$ cat src/rtl/rfsched_pkg.sv
// Shared types and sizing helpers for the register-file write scheduler.
package rfsched_pkg;

    localparam int AW_DEF   = 5;
    localparam int DW_DEF   = 32;
    localparam int REG_ZERO = 0;

    typedef struct packed {
        logic [AW_DEF-1:0] addr;
        logic [DW_DEF-1:0] data;
    } entry_t;

    function automatic int cnt_w(int depth);
        return $clog2(depth + 1);
    endfunction

    function automatic int ptr_w(int depth);
        return (depth > 2) ? $clog2(depth) : 1;
    endfunction

endpackage

$ cat src/rtl/rfsched_if.sv
// Writer, drain and hazard signals between the scheduler and its neighbours.
interface rfsched_if
    import rfsched_pkg::*;
#(
    parameter int AW = AW_DEF,
    parameter int DW = DW_DEF
);
    logic          wb_val;
    logic          wb_rdy;
    logic [AW-1:0] wb_a;
    logic [DW-1:0] wb_d;
    logic          lnk_val;
    logic          lnk_rdy;
    logic [AW-1:0] lnk_a;
    logic [DW-1:0] lnk_pc;
    logic          hold;
    logic [AW-1:0] ra1;
    logic [AW-1:0] ra2;
    logic          haz1;
    logic          haz2;
    logic          byp1;
    logic          byp2;
    logic [DW-1:0] bd1;
    logic [DW-1:0] bd2;
    logic          we3;
    logic [AW-1:0] a3;
    logic [DW-1:0] wd3;
    logic          empty;

    modport master (
        output wb_val, wb_a, wb_d, lnk_val, lnk_a, lnk_pc, hold, ra1, ra2,
        input  wb_rdy, lnk_rdy, haz1, haz2, byp1, byp2, bd1, bd2, we3, a3, wd3, empty
    );

    modport slave (
        input  wb_val, wb_a, wb_d, lnk_val, lnk_a, lnk_pc, hold, ra1, ra2,
        output wb_rdy, lnk_rdy, haz1, haz2, byp1, byp2, bd1, bd2, we3, a3, wd3, empty
    );

endinterface

$ cat src/rtl/rfsched_queue.sv
// Dual-push, single-pop circular buffer; exposes an age-ordered view ([0] = head).
module rfsched_queue
    import rfsched_pkg::*;
#(
    parameter int  DEPTH = 4,
    parameter type ent_t = entry_t,
    localparam int PW    = ptr_w(DEPTH),
    localparam int CW    = cnt_w(DEPTH)
) (
    input  logic             clk_i,
    input  logic             rst_n_i,
    input  logic             push0_i,
    input  ent_t             push0_ent_i,
    input  logic             push1_i,
    input  ent_t             push1_ent_i,
    input  logic             pop_i,
    output logic [CW-1:0]    count_o,
    output ent_t             ent_o [DEPTH],
    output logic [DEPTH-1:0] valid_o
);

    ent_t          mem_q [DEPTH];
    logic [PW-1:0] head_q;
    logic [PW-1:0] tail_q;
    logic [CW-1:0] count_q;
    logic [1:0]    n_push;
    ent_t          first_ent;

    // DEPTH need not be a power of two, so wrap explicitly.
    function automatic logic [PW-1:0] wrap_add(logic [PW-1:0] p, int inc);
        int s;
        s = int'(p) + inc;
        if (s >= DEPTH) s = s - DEPTH;
        return PW'(s);
    endfunction

    assign n_push    = {1'b0, push0_i} + {1'b0, push1_i};
    assign first_ent = push0_i ? push0_ent_i : push1_ent_i;

    always_ff @(posedge clk_i or negedge rst_n_i) begin
        if (!rst_n_i) begin
            for (int i = 0; i < DEPTH; i++) mem_q[i] <= '0;
            head_q  <= '0;
            tail_q  <= '0;
            count_q <= '0;
        end else begin
            if (push0_i || push1_i) mem_q[tail_q] <= first_ent;
            if (push0_i && push1_i) mem_q[wrap_add(tail_q, 1)] <= push1_ent_i;
            tail_q  <= wrap_add(tail_q, int'(n_push));
            if (pop_i) head_q <= wrap_add(head_q, 1);
            count_q <= count_q + CW'(n_push) - CW'(pop_i);
        end
    end

    always_comb begin
        for (int j = 0; j < DEPTH; j++) begin
            ent_o[j]   = mem_q[wrap_add(head_q, j)];
            valid_o[j] = (j < int'(count_q));
        end
    end

    assign count_o = count_q;

endmodule

$ cat src/rtl/regfile_write_sched.sv
// Arbitrates WB and jump-link writes onto the single register-file write port.
// Optional forwarding of youngest pending data is enabled by RFSCHED_BYPASS_EN.
module regfile_write_sched
    import rfsched_pkg::*;
#(
    parameter int DEPTH = 4,
    parameter int AW    = AW_DEF,
    parameter int DW    = DW_DEF
) (
    input logic       clk_i,
    input logic       rst_n_i,
    rfsched_if.slave  bus
);

    localparam int CW = cnt_w(DEPTH);

    typedef struct packed {
        logic [AW-1:0] addr;
        logic [DW-1:0] data;
    } ent_t;

    logic [CW-1:0]    q_count;
    ent_t             q_ent [DEPTH];
    logic [DEPTH-1:0] q_valid;
    logic             rdy;
    logic             push0;
    logic             push1;
    ent_t             push0_ent;
    ent_t             push1_ent;
    logic             pop;
    logic             we3_q;
    logic [AW-1:0]    a3_q;
    logic [DW-1:0]    wd3_q;
    logic [AW-1:0]    ra [2];
    logic [1:0]       hit;

    // Room for two pushes is guaranteed whenever ready is high.
    assign rdy       = (int'(q_count) <= DEPTH - 2);
    assign push0     = bus.wb_val  && rdy && (bus.wb_a  != AW'(REG_ZERO));
    assign push1     = bus.lnk_val && rdy && (bus.lnk_a != AW'(REG_ZERO));
    assign push0_ent = '{addr: bus.wb_a,  data: bus.wb_d};
    assign push1_ent = '{addr: bus.lnk_a, data: bus.lnk_pc + DW'(1)};
    assign pop       = !bus.hold && (q_count != '0);

    rfsched_queue #(
        .DEPTH (DEPTH),
        .ent_t (ent_t)
    ) u_queue (
        .clk_i       (clk_i),
        .rst_n_i     (rst_n_i),
        .push0_i     (push0),
        .push0_ent_i (push0_ent),
        .push1_i     (push1),
        .push1_ent_i (push1_ent),
        .pop_i       (pop),
        .count_o     (q_count),
        .ent_o       (q_ent),
        .valid_o     (q_valid)
    );

    always_ff @(posedge clk_i or negedge rst_n_i) begin
        if (!rst_n_i) begin
            we3_q <= 1'b0;
            a3_q  <= '0;
            wd3_q <= '0;
        end else begin
            we3_q <= pop;
            if (pop) begin
                a3_q  <= q_ent[0].addr;
                wd3_q <= q_ent[0].data;
            end
        end
    end

    assign ra[0] = bus.ra1;
    assign ra[1] = bus.ra2;

    // The output stage counts as pending until RegisterFile has committed it.
    always_comb begin
        hit = '0;
        for (int n = 0; n < 2; n++) begin
            if (ra[n] != AW'(REG_ZERO)) begin
                if (we3_q && (a3_q == ra[n])) hit[n] = 1'b1;
                for (int j = 0; j < DEPTH; j++)
                    if (q_valid[j] && (q_ent[j].addr == ra[n])) hit[n] = 1'b1;
            end
        end
    end

`ifdef RFSCHED_BYPASS_EN
    logic [DW-1:0] bd [2];
    logic [1:0]    byp;

    // Oldest first, so the youngest match overwrites and wins.
    always_comb begin
        for (int n = 0; n < 2; n++) begin
            bd[n] = '0;
            if (ra[n] != AW'(REG_ZERO)) begin
                if (we3_q && (a3_q == ra[n])) bd[n] = wd3_q;
                for (int j = 0; j < DEPTH; j++)
                    if (q_valid[j] && (q_ent[j].addr == ra[n])) bd[n] = q_ent[j].data;
            end
        end
    end

    assign byp      = hit;
    assign bus.byp1 = byp[0];
    assign bus.byp2 = byp[1];
    assign bus.bd1  = bd[0];
    assign bus.bd2  = bd[1];
    assign bus.haz1 = hit[0] & ~byp[0];
    assign bus.haz2 = hit[1] & ~byp[1];
`else
    logic unused_ent_data;

    always_comb begin
        unused_ent_data = 1'b0;
        for (int j = 0; j < DEPTH; j++) unused_ent_data = unused_ent_data ^ (^q_ent[j].data);
    end

    assign bus.byp1 = 1'b0;
    assign bus.byp2 = 1'b0;
    assign bus.bd1  = '0;
    assign bus.bd2  = '0;
    assign bus.haz1 = hit[0];
    assign bus.haz2 = hit[1];
`endif

    assign bus.wb_rdy  = rdy;
    assign bus.lnk_rdy = rdy;
    assign bus.we3     = we3_q;
    assign bus.a3      = a3_q;
    assign bus.wd3     = wd3_q;
    assign bus.empty   = (q_count == '0) && !we3_q;

endmodule

$ cat src/flat_wrapper.sv
// flat-port wrapper written by rule: the top's interface ports become plain ports
module regfile_write_sched_flat import rfsched_pkg::*;
#(
    parameter int DEPTH = 4,
    parameter int AW    = AW_DEF,
    parameter int DW    = DW_DEF
)
  (clk_i, rst_n_i, bus_wb_val, bus_wb_a, bus_wb_d, bus_lnk_val, bus_lnk_a, bus_lnk_pc, bus_hold, bus_ra1, bus_ra2, bus_wb_rdy, bus_lnk_rdy, bus_haz1, bus_haz2, bus_byp1, bus_byp2, bus_bd1, bus_bd2, bus_we3, bus_a3, bus_wd3, bus_empty);
  rfsched_if #(.AW(AW), .DW(DW)) bus_i ();
  input logic clk_i;
  input logic rst_n_i;
  input wire logic [$bits(bus_i.wb_val)-1:0] bus_wb_val;
  input wire logic [$bits(bus_i.wb_a)-1:0] bus_wb_a;
  input wire logic [$bits(bus_i.wb_d)-1:0] bus_wb_d;
  input wire logic [$bits(bus_i.lnk_val)-1:0] bus_lnk_val;
  input wire logic [$bits(bus_i.lnk_a)-1:0] bus_lnk_a;
  input wire logic [$bits(bus_i.lnk_pc)-1:0] bus_lnk_pc;
  input wire logic [$bits(bus_i.hold)-1:0] bus_hold;
  input wire logic [$bits(bus_i.ra1)-1:0] bus_ra1;
  input wire logic [$bits(bus_i.ra2)-1:0] bus_ra2;
  output wire logic [$bits(bus_i.wb_rdy)-1:0] bus_wb_rdy;
  output wire logic [$bits(bus_i.lnk_rdy)-1:0] bus_lnk_rdy;
  output wire logic [$bits(bus_i.haz1)-1:0] bus_haz1;
  output wire logic [$bits(bus_i.haz2)-1:0] bus_haz2;
  output wire logic [$bits(bus_i.byp1)-1:0] bus_byp1;
  output wire logic [$bits(bus_i.byp2)-1:0] bus_byp2;
  output wire logic [$bits(bus_i.bd1)-1:0] bus_bd1;
  output wire logic [$bits(bus_i.bd2)-1:0] bus_bd2;
  output wire logic [$bits(bus_i.we3)-1:0] bus_we3;
  output wire logic [$bits(bus_i.a3)-1:0] bus_a3;
  output wire logic [$bits(bus_i.wd3)-1:0] bus_wd3;
  output wire logic [$bits(bus_i.empty)-1:0] bus_empty;
  assign bus_i.wb_val = bus_wb_val;
  assign bus_i.wb_a = bus_wb_a;
  assign bus_i.wb_d = bus_wb_d;
  assign bus_i.lnk_val = bus_lnk_val;
  assign bus_i.lnk_a = bus_lnk_a;
  assign bus_i.lnk_pc = bus_lnk_pc;
  assign bus_i.hold = bus_hold;
  assign bus_i.ra1 = bus_ra1;
  assign bus_i.ra2 = bus_ra2;
  assign bus_wb_rdy = bus_i.wb_rdy;
  assign bus_lnk_rdy = bus_i.lnk_rdy;
  assign bus_haz1 = bus_i.haz1;
  assign bus_haz2 = bus_i.haz2;
  assign bus_byp1 = bus_i.byp1;
  assign bus_byp2 = bus_i.byp2;
  assign bus_bd1 = bus_i.bd1;
  assign bus_bd2 = bus_i.bd2;
  assign bus_we3 = bus_i.we3;
  assign bus_a3 = bus_i.a3;
  assign bus_wd3 = bus_i.wd3;
  assign bus_empty = bus_i.empty;
  regfile_write_sched #(.DEPTH(DEPTH), .AW(AW), .DW(DW)) u_core (.clk_i(clk_i), .rst_n_i(rst_n_i), .bus(bus_i));
endmodule
$ cat config.mk
export PLATFORM = sky130hd
export DESIGN_NAME = regfile_write_sched_flat
export DESIGN_NICKNAME = d
export VERILOG_FILES = /design/src/rtl/rfsched_pkg.sv /design/src/rtl/rfsched_if.sv /design/src/rtl/rfsched_queue.sv /design/src/rtl/regfile_write_sched.sv /design/src/flat_wrapper.sv
export SDC_FILE = /design/constraint.sdc
export NUM_CORES = 1
export LEC_CHECK = 0
export ABC_AREA = 1
export BUFFER_PORTS_ARGS = -buffer_cell sky130_fd_sc_hd__buf_2
export CAP_MARGIN = 5
export CORE_MARGIN = 2
export CORE_UTILIZATION = 37
export DETAILED_ROUTE_END_ITERATION = 12
export PLACE_DENSITY = 0.63
export SYNTH_ARGS = -nofsm -noshare
export SYNTH_HDL_FRONTEND = slang
export SYNTH_SLANG_ARGS = --single-unit
export TNS_END_PERCENT = 100
$ cat constraint.sdc
create_clock -name clk_i -period 2.7 [get_ports clk_i]
set_clock_uncertainty 0.1 [all_clocks]
set_input_delay 0 -clock clk_i [delete_from_list [all_inputs] [get_ports clk_i]]
set_output_delay 0 -clock clk_i [all_outputs]
set_load 0.1 [all_outputs]
Word-level counts from Yosys, hierarchy flattened
Index checks and enable logic that the tools add are counted.
{ "totals": {"romBits": 0, "register_bits": 193, "mem_bits_rw": 0, "latchBits": 0, "word_cells": 132, "n_memories": 0, "out_inout_bits": 109} }
{ "classes": {"bitwise": 6, "n_shift": 0, "div_mod_pow": 0, "mux": 40, "add_sub_neg": 15, "n_eq_ne": 10, "mul": 0, "order_cmp": 19, "reduce_logical": 28} }
{ "op_table": {"columns": ["operator", "count"], "rows": [
  ["37-bit two-way mux", 11],
  ["37-bit binary-select mux with 2-bit select", 4],
  ["148-bit bitwise mux", 2],
  ["148-bit two-way mux", 2],
  ["37-bit demux with 2-bit select", 2],
  ["5-bit equality test", 10],
  ["3-bit >= comparator, second input constant", 11],
  ["32-bit by 1-bit adder with 32-bit output, second input constant", 1],
  ["5-bit nonzero test", 4],
  ["1-bit logical AND", 19],
  ["2-bit inverter with 3-bit output", 6],
  ["2-bit two-way mux", 7],
  ["1-bit two-way mux", 12],
  ["2-bit by 1-bit subtractor with 2-bit output, second input constant", 6],
  ["2-bit by 1-bit adder with 3-bit output, second input constant", 2],
  ["2-bit by 2-bit adder with 3-bit output, second input constant", 2],
  ["1-bit by 3-bit < comparator with 1-bit output, first input constant", 2],
  ["2-bit by 3-bit < comparator with 1-bit output, first input constant", 2],
  ["3-bit by 1-bit < comparator with 1-bit output, second input constant", 2],
  ["2-bit by 2-bit adder with 3-bit output", 1],
  ["3-bit by 2-bit adder with 3-bit output", 1],
  ["2-bit by 3-bit >= comparator with 1-bit output, second input constant", 1],
  ["3-bit by 2-bit less-or-equal comparator with 1-bit output, second input constant", 1],
  ["3-bit logical NOT", 1],
  ["other kinds (5)", 6]
]} }

Depth between registers and ports, before layout
{ "depth": {"depth_word": 13, "ltp_mapped": 15, "mapped_depth_nobuf": 14} }

By module
A second synthesis with hierarchy kept.
{ "unflattened": {"cells_unflattened": 2512, "hier_area_um2": 15444.8} }
{ "by_module_without_submodules": {"columns": ["module", "cells_each", "instances", "area_per_inst_um2", "seq_area_each_um2"], "rows": [
  ["rfsched_queue", 1921, 1, 11815.1, 3878.7],
  ["regfile_write_sched", 591, 1, 3629.7, 950.9]
]} }

Worst setup path before layout
No wires, ideal clock.
{ "synth_timing": {"path_kind": "register to register", "startpoint": "register u_core.u_queue.count_q[2] (netlist: u_core.u_queue.count_o[2])", "endpoint": "register u_core.u_queue.count_q[2] (netlist: u_core.u_queue.count_o[2])", "t_arrival_ns": 2.785, "required_ns": 2.471, "path_slack_ns": -0.314, "path_stages_with_launch": 14, "path_buffers": 0, "setup_time_ns": 0.129, "period_less_slack_ns": 3.014, "cell_sequence": "dfrtp_1 -> inv_1 -> o21ai_2 -> inv_1 -> and3_1 -> ha_1 -> inv_1 -> ha_1 -> inv_1 -> ha_1 -> inv_1 -> fa_1 -> xnor2_1 -> xor2_1"} }
{ "synth_via": {"elab_chain_cells": 6} }
{ "synth_lines": {"columns": ["item", "line_no", "source"], "rows": [
  ["from (decl)", "rfsched_queue.sv:25", "logic [CW-1:0] count_q;"],
  ["from (signal assigned)", "rfsched_queue.sv:51", "count_q <= count_q + CW'(n_push) - CW'(pop_i);"],
  ["3-bit by 2-bit less-or-equal comparator with 1-bit output *", "regfile_write_sched.sv:38", "assign rdy = (int'(q_count) <= DEPTH - 2);"],
  ["net bus_lnk_rdy", "flat_wrapper.sv:22", "output wire logic [$bits(bus_i.lnk_rdy)-1:0] bus_lnk_rdy;"],
  ["1-bit logical AND (on tied branches) (2 in a row)", "regfile_write_sched.sv:39, regfile_write_sched.sv:40", null],
  ["1-bit by 1-bit adder with 2-bit output *", "rfsched_queue.sv:37", "assign n_push = {1'b0, push0_i} + {1'b0, push1_i};"],
  ["3-bit by 2-bit adder with 3-bit output *", "rfsched_queue.sv:51", null],
  ["3-bit by 1-bit subtractor with 3-bit output *", "rfsched_queue.sv:51", null]
]} }
The timed path passes the listed nets; every way through them passes the cells marked *.
A chain may end at the register's enable or synchronous reset.

Worst setup path in the final report
{ "layout_timing": {"startpoint": "register u_core.u_queue.count_q[1] (netlist: u_core.u_queue.count_o[1])", "endpoint": "register u_core.u_queue.count_q[2] (netlist: u_core.u_queue.count_o[2])"} }
{ "layout_via": {"elab_chain_cells": 6} }
{ "layout_lines": {"columns": ["item", "line_no"], "rows": [
  ["3-bit by 2-bit less-or-equal comparator with 1-bit output", "regfile_write_sched.sv:38"],
  ["1-bit logical AND (on tied branches) (2 in a row)", "regfile_write_sched.sv:39, regfile_write_sched.sv:40"],
  ["1-bit by 1-bit adder with 2-bit output", "rfsched_queue.sv:37"],
  ["3-bit by 2-bit adder with 3-bit output", "rfsched_queue.sv:51"],
  ["3-bit by 1-bit subtractor with 3-bit output *", "rfsched_queue.sv:51"]
]} }
Every way passes the cells marked *; elsewhere a longest branch is shown, timed or not.

==> metrics.txt <==
Tmin final 2580 ps; r2r worst-path depth 13; n_diodes 0; WP data arrival 2850 ps; clock root buffer clkbuf_16; Layout fillers 3535; Setup crit end kind register; cell row count 68; Yosys warnings 0; post-route cell area 15300 um2; worst-path fanout max 4; vias per inst 5.31; Mapped Area 12800 um2; Total Routing Usage GR 24.8%; combinational power share 59.5%; leakage 7.42 nW; via count 13600; Yosys cell types 40; CP startpoint kind register; die height 190 um; CTS clk-pin slew, worst paths 80 ps; critical path type reg2reg; iteration-0 DRC count of the detailed router 1378; Final GP Congestion 0.891; Reg power frac 27.0%; Max Slew Vio Count 0; I/O pin cnt 198; WP data required 2960 ps; switching share of power 53.7%; ANT nets after route 0; Slew headroom 50.9%; Clk pwr share 13.5%; Sw Pwr 10.4 mW; cts bufs inserted 17; initial antenna violation count 0; Die ar. 36200 um2; Worst Hold Class in2async; P_int 8.94 mW; unrepaired setup endpoints after global routing true; Skew-Pair Late Insertion Delay 450 ps; commonest non-fill, non-tap cell in the layout nand2_1; Worst Max-Slew Pin Slew 736 ps; Seq cells post-synth 193; highest-count cells in the layout ignoring fill and taps nand2_1 (667), dfrtp_1 (191), nand3_1 (189); IO buf count 131; final hold vios 0; global-route wire length before repair 70100 um; area of the multi-input gates 6990 um2; MaxCap Viol Count 0; Syn Area/Cell 6.64 um2; DRC 0; top area cells in the synthesized netlist dfrtp_1 (38%), nand2_1 (20%), nand3_1 (7.4%), nor2_1 (5.3%), a21oi_1 (4.8%); Top FF cell, synth dfrtp_1; Avg WL per Cell 17.5 um; Total Routed Length 44900 um; cells after synthesis 1931; total gr overflow 0; Placement Cell Area 14000 um2; CORE AREA 34400 um2; status finished clean; CTS Sinks 193; initial core utilization 37.3%; Yosys top cell area share 37.7%; CTS tree done; Area Overhead vs Synth 19.2%; share of layout cells above drive strength 1 13.4%; vias in the first global route 12700; # H-tree levels 4; register area 4830 um2; Seq/Total Area, Yosys 37.7%; DRT Pass-1 Iters 5; Yosys top cell by area dfrtp_1; EDFF count, synth 0; NumNets Final 2195; peak supply drop 0.00119 V; final setup vio count 0; Peak Freq 387 MHz; hpwl dp 30300 um; die width 190 um; FFs w/ async S/R, synth 100%; Final Util 44.5%; Tot Pwr 19.3 mW; hold slack 20.8 ps; largest net degree at the start of global routing 67; Bufs on Longest Clock Path 2; TNS Setup 0 ps; post-route clock period utilization 95.6%; pwr/cell area 1260 nW/um2
==> metrics by stage <==
stage	instances	setup WS (ps)
finish	2566	119
global route	2566	1.33
CTS	2563	40.7
detailed placement	2471	138
global placement	2471	176
floorplan	1996	-310
==> state kept, by name, indices dropped and copies added (netlist names) <==
register                count
u_core.u_queue.head_q       2
u_core.bus.we3              1
u_core.u_queue.tail_q       2
u_core.u_queue.mem_q      148
u_core.u_queue.count_o      3
u_core.bus.a3               5
u_core.bus.wd3             32
==> final cells by class <==
type / count / share of cell area (%)
Inverter: 120 / 2.99
Clock buffer: 18 / 2.87
Timing Repair Buffer: 246 / 12.1
Tap cell: 455 / 3.72
Multi-Input combinational cell: 1520 / 45.7
Sequential cell: 193 / 31.6
Clock inverter: 14 / 1.05
==> final timing paths <==
path,endpoint,startpoint,slack (ps)
max reg2reg,u_core.u_queue.count_o[2],u_core.u_queue.count_o[1],120
max,u_core.u_queue.count_o[2],u_core.u_queue.count_o[1],120
min in group clk_i,u_core.u_queue.mem_q[113],bus_lnk_pc[2],20
min,u_core.u_queue.mem_q[145],rst_n_i,20
max in group asynchronous,u_core.u_queue.mem_q[26],rst_n_i,1610
min reg2reg,u_core.bus.wd3[0],u_core.bus.wd3[0],380
==> critical path: stages, from the launching register on <==
cell and delay [ps]:
dfrtp_1 350, inv_1 90, o21ai_4 240, clkinvlp_4 130, and3_4 200, ha_4 260, inv_2 40, ha_4 200
inv_2 40, ha_2 150, inv_2 30, fa_2 330, xnor2_1 200, xor2_1 150
==> per-layer routing <==
layer	vias to the layer above	track usage (%)	share of wire, %
met4	0	6.86	2.1
met3	69	4.81	8.5
met1	6396	34.0	43
met2	659	40.0	46
li1	6495	-	-
met5	-	0	0
==> cell usage after synthesis (2+ instances only) <==
master and number:
buf_4 69, nand3_1 189, a22oi_1 5, o21ai_1 11, inv_1 112, clkbuf_1 76
or2_2 14, buf_1 2, nand2_2 5, inv_2 5, xor2_2 4, o211ai_1 12
nand2_1 667, clkinv_1 3, o21ai_0 99, o21a_1 13, nand3b_1 5, a21oi_1 122
xnor2_1 6, ha_1 7, dfrtp_1 193, nor2_1 180, xor2_1 10, o22ai_1 38
and2_1 2, nor3_2 2, nand4_1 36, nor3_1 11, nor2_2 7, buf_2 15
nor2_4 2
==> kinds of logic (layout without fill, tap and decap cells) <==
kind of cell,Yosys count,after routing,share of synthesized area [%]
buf+inv,283,398,10.5
flops,193,193,37.7
other cells,1,66,0.0292
compound gates,304,304,12.9
xor+xnor,20,20,1.60
simple gates,1122,1122,36.5
fa+ha+maj,8,8,0.839
==> timing repair <==
item	in CTS	in global routing
resized for setup	2	14
endpoints found under the hold margin	283	0
setup buffers	0	3
pin swaps	0	3
hold buffers	60	0
setup endpoints to repair	2	15
==> power by group through the flow <==
stage / Sequential (mW) / Combinational [mW] / Clock, mW
2_1_floorplan: 6.80 / 6.70 / 0
3_3_place_gp: 5.20 / 11.0 / 0
3_5_place_dp: 5.23 / 11.2 / 0
4_1_cts: 5.19 / 11.3 / 2.64
5_1_grt: 5.36 / 12.6 / 2.76
6_report: 5.21 / 11.5 / 2.60
(Power assumes the default switching activity.)
